**config.mk**
```make
export PLATFORM = sky130hd
export DESIGN_NAME = router_fifo
export DESIGN_NICKNAME = d
export VERILOG_FILES = /design/src/rtl/router_pkg.sv /design/src/rtl/router_fifo_mem.sv /design/src/rtl/router_fifo.sv
export SDC_FILE = /design/constraint.sdc
export NUM_CORES = 1
export LEC_CHECK = 0
export BUFFER_PORTS_ARGS = -buffer_cell sky130_fd_sc_hd__buf_2
export CAP_MARGIN = 10
export CORE_MARGIN = 5
export CORE_UTILIZATION = 55
export CTS_CLUSTER_SIZE = 12
export DETAILED_ROUTE_END_ITERATION = 16
export PLACE_DENSITY = 0.72
export REMOVE_ABC_BUFFERS = 1
export SLEW_MARGIN = 10
export SYNTH_ARGS = -nofsm -noshare
export SYNTH_HDL_FRONTEND = slang
export SYNTH_HIERARCHICAL = 1
export SYNTH_SLANG_ARGS = --single-unit
```
**constraint.sdc**
```tcl
create_clock -name clock -period 5.3 [get_ports clock]
set_clock_uncertainty 0.05 [all_clocks]
set_input_delay 0.265 -clock clock [delete_from_list [all_inputs] [get_ports clock]]
set_output_delay 0.265 -clock clock [all_outputs]
set_load 0.05 [all_outputs]
```
**src/rtl/router_pkg.sv**
```systemverilog
// Shared router constants: default FIFO geometry and header field layout.
package router_pkg;

   localparam int DEPTH_DEFAULT = 16;
   localparam int WIDTH_DEFAULT = 8;

   // Header byte: payload length in [7:2], destination address in [1:0].
   localparam int HDR_LEN_MSB   = 7;
   localparam int HDR_LEN_LSB   = 2;
   localparam int HDR_ADDR_W    = 2;

   localparam int PKT_CNT_W     = 7;

endpackage

```
**src/rtl/router_fifo_mem.sv**
```systemverilog
// Dual-port storage for the port FIFO: sync write, async read, bulk tag clear.
// Entry layout is {hdr_tag, byte}; only the tag bits carry reset.
module router_fifo_mem #(
   parameter int DEPTH = 16,
   parameter int WIDTH = 8,
   parameter int AW    = $clog2(DEPTH)
) (
   input  logic             clock,
   input  logic             reset,
   input  logic             we,
   input  logic [AW-1:0]    waddr,
   input  logic [WIDTH:0]   wdata,
   input  logic             clr_tags,
   input  logic [AW-1:0]    raddr,
   output logic [WIDTH:0]   rdata
);

   logic [WIDTH-1:0] data_q [DEPTH];
   logic [DEPTH-1:0] tag;

   // Byte storage; contents are only meaningful between the pointers, so no reset.
   always_ff @(posedge clock) begin
      if (we) data_q[waddr] <= wdata[WIDTH-1:0];
   end

   // Header tags must be cleared on a flush so stale entries never look like headers.
   always_ff @(posedge clock or posedge reset) begin
      if (reset)         tag <= '0;
      else if (clr_tags) tag <= '0;
      else if (we)       tag[waddr] <= wdata[WIDTH];
   end

   assign rdata = {tag[raddr], data_q[raddr]};

endmodule

```
**src/rtl/router_fifo.sv**
```systemverilog
// Per-port output FIFO of the 1x3 router. Tags header bytes on write and
// tracks packet length on the read side so the idle bus returns to zero.
module router_fifo
   import router_pkg::*;
#(
   parameter int DEPTH = DEPTH_DEFAULT,
   parameter int WIDTH = WIDTH_DEFAULT
) (
   input  logic             clock,
   input  logic             reset,
   input  logic             soft_reset,
   input  logic             write_enb,
   input  logic             read_enb,
   input  logic             lfd_state,
   input  logic [WIDTH-1:0] data_in,
   output logic [WIDTH-1:0] data_out,
   output logic             full,
   output logic             empty
);

   localparam int AW = $clog2(DEPTH);
   localparam logic [AW:0] PTR_ONE = 1;
   localparam logic [PKT_CNT_W-1:0] CNT_ONE = 1;

   logic [AW:0]           wr_ptr, rd_ptr;
   logic                  lfd_d;
   logic [PKT_CNT_W-1:0]  pkt_cnt;
   logic [WIDTH:0]        rd_entry;
   logic                  wr_acc, rd_acc;

   assign empty  = (wr_ptr == rd_ptr);
   assign full   = (wr_ptr[AW] != rd_ptr[AW]) && (wr_ptr[AW-1:0] == rd_ptr[AW-1:0]);
   // soft_reset wins over both ports in its cycle.
   assign wr_acc = write_enb && !full  && !soft_reset;
   assign rd_acc = read_enb  && !empty && !soft_reset;

   router_fifo_mem #(.DEPTH(DEPTH), .WIDTH(WIDTH), .AW(AW)) u_mem (
      .clock    (clock),
      .reset    (reset),
      .we       (wr_acc),
      .waddr    (wr_ptr[AW-1:0]),
      .wdata    ({lfd_d, data_in}),
      .clr_tags (soft_reset),
      .raddr    (rd_ptr[AW-1:0]),
      .rdata    (rd_entry)
   );

   // Header byte trails lfd_state by one clock, so delay the flag to line up.
   always_ff @(posedge clock or posedge reset) begin
      if (reset)           lfd_d <= 1'b0;
      else if (soft_reset) lfd_d <= 1'b0;
      else                 lfd_d <= lfd_state;
   end

   // Pointer advance on accepted transfers; wrap bit falls out of the extra MSB.
   always_ff @(posedge clock or posedge reset) begin
      if (reset) begin
         wr_ptr <= '0;
         rd_ptr <= '0;
      end else if (soft_reset) begin
         wr_ptr <= '0;
         rd_ptr <= '0;
      end else begin
         if (wr_acc) wr_ptr <= wr_ptr + PTR_ONE;
         if (rd_acc) rd_ptr <= rd_ptr + PTR_ONE;
      end
   end

   // Registered read data and packet-length tracking; bus idles at zero between packets.
   always_ff @(posedge clock or posedge reset) begin
      if (reset) begin
         data_out <= '0;
         pkt_cnt  <= '0;
      end else if (soft_reset) begin
         data_out <= '0;
         pkt_cnt  <= '0;
      end else if (rd_acc) begin
         data_out <= rd_entry[WIDTH-1:0];
         if (rd_entry[WIDTH])
            pkt_cnt <= PKT_CNT_W'(rd_entry[HDR_LEN_MSB:HDR_LEN_LSB]) + CNT_ONE;
         else if (pkt_cnt != '0)
            pkt_cnt <= pkt_cnt - CNT_ONE;
      end else if (pkt_cnt == '0) begin
         data_out <= '0;
      end
   end

endmodule

```
==> metrics.csv, run 1 <==
stage,metric,value,unit
outcome,outcome,"finished, final reports clean",
clock_network,insertion_delay,0.43,ns
route,via_count,4325,
timing,hold_violations,0,
clock_network,postCtsSetupRepairBufs,0,
synthesis,synth_edf_count,128,
clock_network,cts_sinks,170,
place,place_congestion,0.8649,
route,first_pass_iters,5,
timing,holdWs,0.01492,ns
clock_network,cts.path.max_buffers,2,
power_and_ir_drop,p_switching,875.3,uW
critical_path,startpoint_type,flop,
power_and_ir_drop,internal-power,2.482,mW
global_route,grt_max_degree,45,
power_and_ir_drop,power_frac_clock,0.388,
synthesis,synth_area_leaders,"edfxtp_1, dfrtp_1, mux4_2",
synthesis,ys_top_cells_by_count,"edfxtp_1, dfrtp_1, nor2_1, a21oi_1, nand3_1",
critical_path,worstPathRequired,5.31,ns
critical_path,critPathKind,flop to flop,
critical_path,critPathArrivalTime,3.56,ns
timing,setup_viol,0,
power_and_ir_drop,finalPower,3.358,mW
die,num_io_pins,24,
power_and_ir_drop,pwr-share-comb,0.161,
clock_network,tritoncts,yes,
synthesis,synth.distinct_cells,52,
clock_network,cts_inserted_buffers,17,
route,drt-initial-drc-count,463,
critical_path,r2r.worst_path.cells,6,
die,die-area,0.01583,mm^2
place,place_worst_setup_slack,1.731,ns
synthesis,synthArstFlopShare,0.2471,
power_and_ir_drop,power_leakage,2.837,nW
final_layout,drive_gt1_frac,0.1644,
clock_network,cts.root.buffer_cell,clkbuf_16,
final_layout,diodes,0,
synthesis,ys_seq_area_frac,0.6636,
route,drc,0,
power_and_ir_drop,power_density,410.6,mW/mm^2
place,io_buffers,23,
timing,setup_tns,0,ns
final_layout,final_util,0.6200,
timing,clock.fmax,0.2813,GHz
route,vias_per_cell,6.295,
synthesis,synth_flop_cell,edfxtp_1,
timing,fin_crit,3.555,ns
timing,tightest_slew,1.002,ns
critical_path,r2r_slack,1.74,ns
hold_path,min_to,lfd_d,
synthesis,syn_inst,480,
global_route,grt_pass1_wl,24220,um
timing,rsz0062_at_grt,false,
final_layout,stdcell_count,687,
timing,setup_ws,1.745,ns
hold_path,worstHoldPathType,input port to flop,
die,fp.coreArea,0.01319,mm^2
final_layout,seqCellArea,0.004896,mm^2
critical_path,r2r_start,rd_ptr[0],
timing,slew_headroom,0.3310,
job,maxCapViolCount,0,
global_route,track_usage,0.2036,
clock_network,h-tree-depth,4,
global_route,grt_pass1_vias,4286,
place,hpwlAfterDp,9736,um
final_layout,nNetsFinal,517,
die,start_util,0.5592,
global_route,antenna_found_initial,0,
critical_path,cp-end-kind,flop,
global_route,grt_overflow_total,0,
synthesis,yosysMostFrequentCell,edfxtp_1,
final_layout,syn_to_final_growth,10.87,%
synthesis,netlist_area,0.007376,mm^2
synthesis,yosysTopAreaCellShare,0.5211,
timing,min_period_over_period,0.6708,
route,routed_wl,15350,um
clock_network,cts.clk_slew.worst_paths,0.07,ns
die,dieHeight,125.8,um
place,dp_cells,654,
synthesis,synth_seq_cells,170,
timing,drv_slew,0,
route,wl_per_cell,22.34,um
synthesis,avgSynthCellArea,15.37,um^2
power_and_ir_drop,peakVddDrop,0.3261,mV
hold_path,holdPathStages,2,
power_and_ir_drop,pwr-share-seq,0.451,
hold_path,holdCritStartpoint,lfd_state,
critical_path,cp_max_fo,20,
synthesis,yosys_warnings,6,
final_layout,fin_area,0.008178,mm^2
critical_path,reg2reg_to,u_mem/data_q[0][2],
final_layout,multi_input_area,0.002283,mm^2
place,dpl_cell_area,0.007545,mm^2
route,ant_nets,0,
synthesis,yosys.area.top_type,edfxtp_1,
power_and_ir_drop,power.share.switching,0.2607,
die,rows,42,
die,die_w,125.8,um
final_layout,fill_cells,951,
-- cells in the final DEF (no fill, tap or decap), types with 13 or more instances in the layout --
cell and instances:
o21ai_0 21, dfrtp_1 41, mux4_1 15, mux4_2 21
xnor2_1 13, nand3_1 26, a21oi_1 36, edfxtp_1 128
buf_2 23, nand2_1 24, a22oi_1 18, nor2_1 37
clkbuf_16 17
-- final cells by class --
type / instances / area share
timing repair buffer: 26 / 0.01714
inverter: 4 / 0.001836
clock inverter: 12 / 0.02280
sequential: 170 / 0.5987
clock buffer: 20 / 0.05340
multi-input combinational: 279 / 0.2792
tap: 176 / 0.02693
-- worst max-delay path, cell delays in order, from the launching register on --
cell and delay (ns):
dfrtp_2 0.76, xnor2_1 0.18, nand4_1 0.30, o21ai_1 0.19, nor2_1 0.35, or3b_2 0.63
nor2_1 0.71
-- worst max-delay path by stage --
stage                         start                  end  slack, ns  depth (start not counted)
after floorplan           rd_ptr[0]  u_mem/data_q[12][0]       1.57                          6
after global placement    rd_ptr[0]   u_mem/data_q[4][5]       1.86                          6
after detailed placement  rd_ptr[0]   u_mem/data_q[0][7]       1.73                          6
after CTS                 rd_ptr[0]   u_mem/data_q[0][2]       1.72                          6
after global routing      rd_ptr[0]   u_mem/data_q[0][2]       1.46                          6
final                     rd_ptr[0]   u_mem/data_q[0][2]       1.74                          6
-- power groups by stage --
| stage | Sequential, mW | Combinational [mW] | Clock (mW) |
|---|---|---|---|
| 2_1_floorplan | 1.58 | 0.347 | 0 |
| 3_3_place_gp | 1.54 | 0.528 | 0 |
| 3_5_place_dp | 1.54 | 0.535 | 0 |
| 4_1_cts | 1.51 | 0.541 | 1.32 |
| 5_1_grt | 1.52 | 0.589 | 1.39 |
| 6_report | 1.51 | 0.541 | 1.30 |
-- what timing repair did --
item / CTS / global route
endpoints found under the hold margin: 16 / 0
hold buffers: 1 / 0
setup endpoints to repair: 0 / 0
resized for setup: 0 / 0
-- registers in the layout (all words and copies together), names as in the netlist --
name	count
u_mem/data_q	128
lfd_d	1
u_mem/tag	16
rd_ptr	5
data_out	8
pkt_cnt	7
wr_ptr	5
-- layer usage --
layer	global-route usage	vias to the layer above	routed length, um
met5	0	-	0
met4	0.06814	0	316
met3	0.05673	26	930
met2	0.3134	164	7436
met1	0.2849	2221	6667
li1	-	1914	-
-- logic make-up (layout without fill, tap and decap cells) --
family / after synthesis / count (layout) / synth area share
xor+xnor: 18 / 18 / 0.02137
buf+inv: 31 / 62 / 0.02680
fa+ha+maj: 5 / 5 / 0.008482
mux: 38 / 38 / 0.1203
flops: 170 / 170 / 0.6636
compound gates: 92 / 92 / 0.07532
simple gates: 126 / 126 / 0.08414
(Power assumes the default switching activity.)
==> inputs of run 2 (changes only) <==
clock period = 3.4 ns   (was 5.3 ns; I/O delays follow)
==> run 2 against run 1 <==
Compared with the run above: routed wire length rose by 4.2%; highest routed layer is now met5; flip-flop and latch count did not move; total power rose by 55%; largest power group unchanged; first-iteration DRC count rose by 17%; global-route usage rose by 0.75 points; clock power rose by 53%; critical path depth rose by 4; combinational power rose by 58%; sequential share of layout area fell by 1.3 points; hold slack improved by 0.063 ns.
==> metrics.csv, run 2 (synthesis results as in run 1) <==
stage,metric,value,unit,change
hold_path,holdCritStartpoint,data_in[7],,
critical_path,cp_max_fo,17,,-15%
hold_path,min_to,u_mem/data_q[0][7],,
clock_network,cts_resized,0,,unchanged
timing,setup_viol,0,,unchanged
global_route,met1_usage,0.2863,,+0.001462
timing,clock.fmax,0.3336,GHz,+19%
final_layout,fill_cells,948,,-0.32%
die,rows,42,,unchanged
clock_network,tritoncts,yes,,
critical_path,worstPathRequired,3.68,ns,-1.63 ns
global_route,grt_pass1_wl,25010,um,+3.3%
power_and_ir_drop,pwr-share-seq,0.453,,+0.002
power_and_ir_drop,peakVddDrop,0.4474,mV,+37%
critical_path,startpoint_type,flop,,
critical_path,critPathArrivalTime,3.28,ns,-0.28 ns
final_layout,drive_gt1_frac,0.2026,,+0.03824
clock_network,h-tree-depth,4,,unchanged
die,die_w,125.8,um,unchanged
timing,tightest_slew,1.002,ns,-0.0004423 ns
timing,drv_slew,0,,unchanged
global_route,antenna_found_initial,2,,+2
global_route,top_usage_layer,met2,,
clock_network,cts.clk_slew.worst_paths,0.07,ns,about the same
final_layout,regMostFlops,u_mem/data_q,,
power_and_ir_drop,pwr-share-comb,0.165,,+0.004
global_route,met3_usage,0.06605,,+0.009314
route,drt-initial-drc-count,543,,+17%
global_route,track_usage,0.2111,,+0.007537
global_route,grt_max_degree,45,,unchanged
final_layout,largest_reg_flops,128,,unchanged
critical_path,cp-startpoint,rd_ptr[0],,
final_layout,layout_common_cells,"edfxtp_1, dfrtp_1, nor2_1",,
route,drc,0,,unchanged
route,routed_wl,15990,um,+4.2%
timing,slew_headroom,0.3313,,about the same
timing,setup_ws,0.4025,ns,-1.342 ns
timing,min_period_over_period,0.8816,,+0.2108
final_layout,stdcell_count,710,,+3.3%
power_and_ir_drop,p_switching,1.376,mW,+57%
global_route,grt_pass1_vias,4337,,+1.2%
final_layout,largest_registers,"u_mem/data_q: 128 flops, u_mem/tag: 16 flops, data_out: 8 flops",,
clock_network,cts_inserted_buffers,17,,unchanged
critical_path,r2r.worst_path.cells,10,,+4
global_route,use_met2,0.3398,,+0.02643
die,fp.coreArea,0.01319,mm^2,unchanged
critical_path,r2r_slack,0.40,ns,-1.34 ns
power_and_ir_drop,power.share.switching,0.2646,,+0.003969
critical_path,critPathKind,flop to flop,,
clock_network,cts.path.max_buffers,2,,unchanged
die,dieHeight,125.8,um,unchanged
final_layout,nNetsFinal,540,,+4.4%
route,via_count,4402,,+1.8%
final_layout,final_util,0.6334,,+0.01338
power_and_ir_drop,power_leakage,2.954,nW,+4.1%
place,dp_cells,676,,+3.4%
hold_path,worstHoldPathType,input port to flop,,
route,vias_per_cell,6.200,,-1.5%
place,hpwlAfterDp,9906,um,+1.7%
clock_network,cts.root.buffer_cell,clkbuf_16,,
power_and_ir_drop,power_density,622.2,mW/mm^2,+52%
final_layout,syn_to_final_growth,13.27,%,
global_route,grt_overflow_total,0,,unchanged
place,place_worst_setup_slack,0.4248,ns,-1.306 ns
place,io_buffers,23,,unchanged
die,start_util,0.5592,,unchanged
hold_path,holdPathStages,1,,-1
die,num_io_pins,24,,unchanged
final_layout,final_common_cell,edfxtp_1,,
route,wl_per_cell,22.52,um,+0.81%
power_and_ir_drop,power_frac_clock,0.382,,-0.006
critical_path,r2r_start,rd_ptr[0],,
route,ant_nets,0,,unchanged
timing,fin_crit,2.997,ns,-0.5579 ns
critical_path,reg2reg_to,pkt_cnt[4],,
route,first_pass_iters,5,,unchanged
clock_network,insertion_delay,0.42,ns,about the same
critical_path,cp-end-kind,flop,,
clock_network,cts_sinks,170,,unchanged
clock_network,holdBufCountCts,2,,+1
timing,hold_violations,0,,unchanged
outcome,outcome,"finished, final reports clean",,
place,place_congestion,0.8432,,-2.5%
power_and_ir_drop,finalPower,5.198,mW,+55%
die,die-area,0.01583,mm^2,unchanged
power_and_ir_drop,internal-power,3.822,mW,+54%
clock_network,postCtsSetupRepairBufs,0,,unchanged
timing,rsz0062_at_grt,false,,
job,maxCapViolCount,0,,unchanged
timing,holdWs,0.07819,ns,+0.06327 ns
==> run 2: power groups by stage <==
stage	Clock, mW	Sequential [mW]	Combinational [mW]
6_report	1.99	2.35	0.856
5_1_grt	2.13	2.36	0.928
4_1_cts	2.02	2.35	0.859
2_1_floorplan	0	2.46	0.541
3_3_place_gp	0	2.39	0.834
3_5_place_dp	0	2.40	0.852
==> run 2: final cells by class <==
| cell class | count | area, um^2 | area share |
|---|---|---|---|
| multi-input cells | 279 | 2283 | 0.2733 |
| clock buffers | 17 | 425.4 | 0.05092 |
| clock inverters | 14 | 183.9 | 0.02202 |
| flip-flops and latches | 170 | 4896 | 0.5860 |
| inverters | 4 | 15.01 | 0.001797 |
| diodes | 1 | 2.502 | 0.0002995 |
| well taps | 176 | 220.2 | 0.02636 |
| repair buffers | 49 | 327.8 | 0.03924 |
==> run 2: worst max-delay path by stage <==
stage / to
floorplan: u_mem/data_q[12][0]
global placement: pkt_cnt[4]
detailed placement: pkt_cnt[4]
CTS: pkt_cnt[4]
global route: pkt_cnt[4]
finish: pkt_cnt[4]
==> run 2: worst max-delay path: stages (launching register included) <==
cell and delay, ns:
dfrtp_2 0.70, buf_4 0.30, mux4_2 0.53, a22oi_1 0.15, nand2_1 0.16, ha_1 0.27, nand3_1 0.11, xnor2_1 0.12
a32oi_1 0.06, or2_2 0.29, a21oi_1 0.18
==> run 2: per-layer routing <==
layer  vias to the layer above  part of all wire
met1                      2262              0.41
li1                       1960                 -
met2                       166              0.51
met3                        12             0.077
met4                         2            0.0079
met5                         -           0.00044
==> run 2: through the flow <==
| step | setup TNS, ns | area, um^2 |
|---|---|---|
| 5_1_grt | 0 | 8352 |
| 2_1_floorplan | -14.37 | 7193 |
| 6_report | 0 | 8354 |
| 4_1_cts | 0 | 8352 |
| 3_3_place_gp | 0 | 7722 |
| 3_5_place_dp | 0 | 7722 |
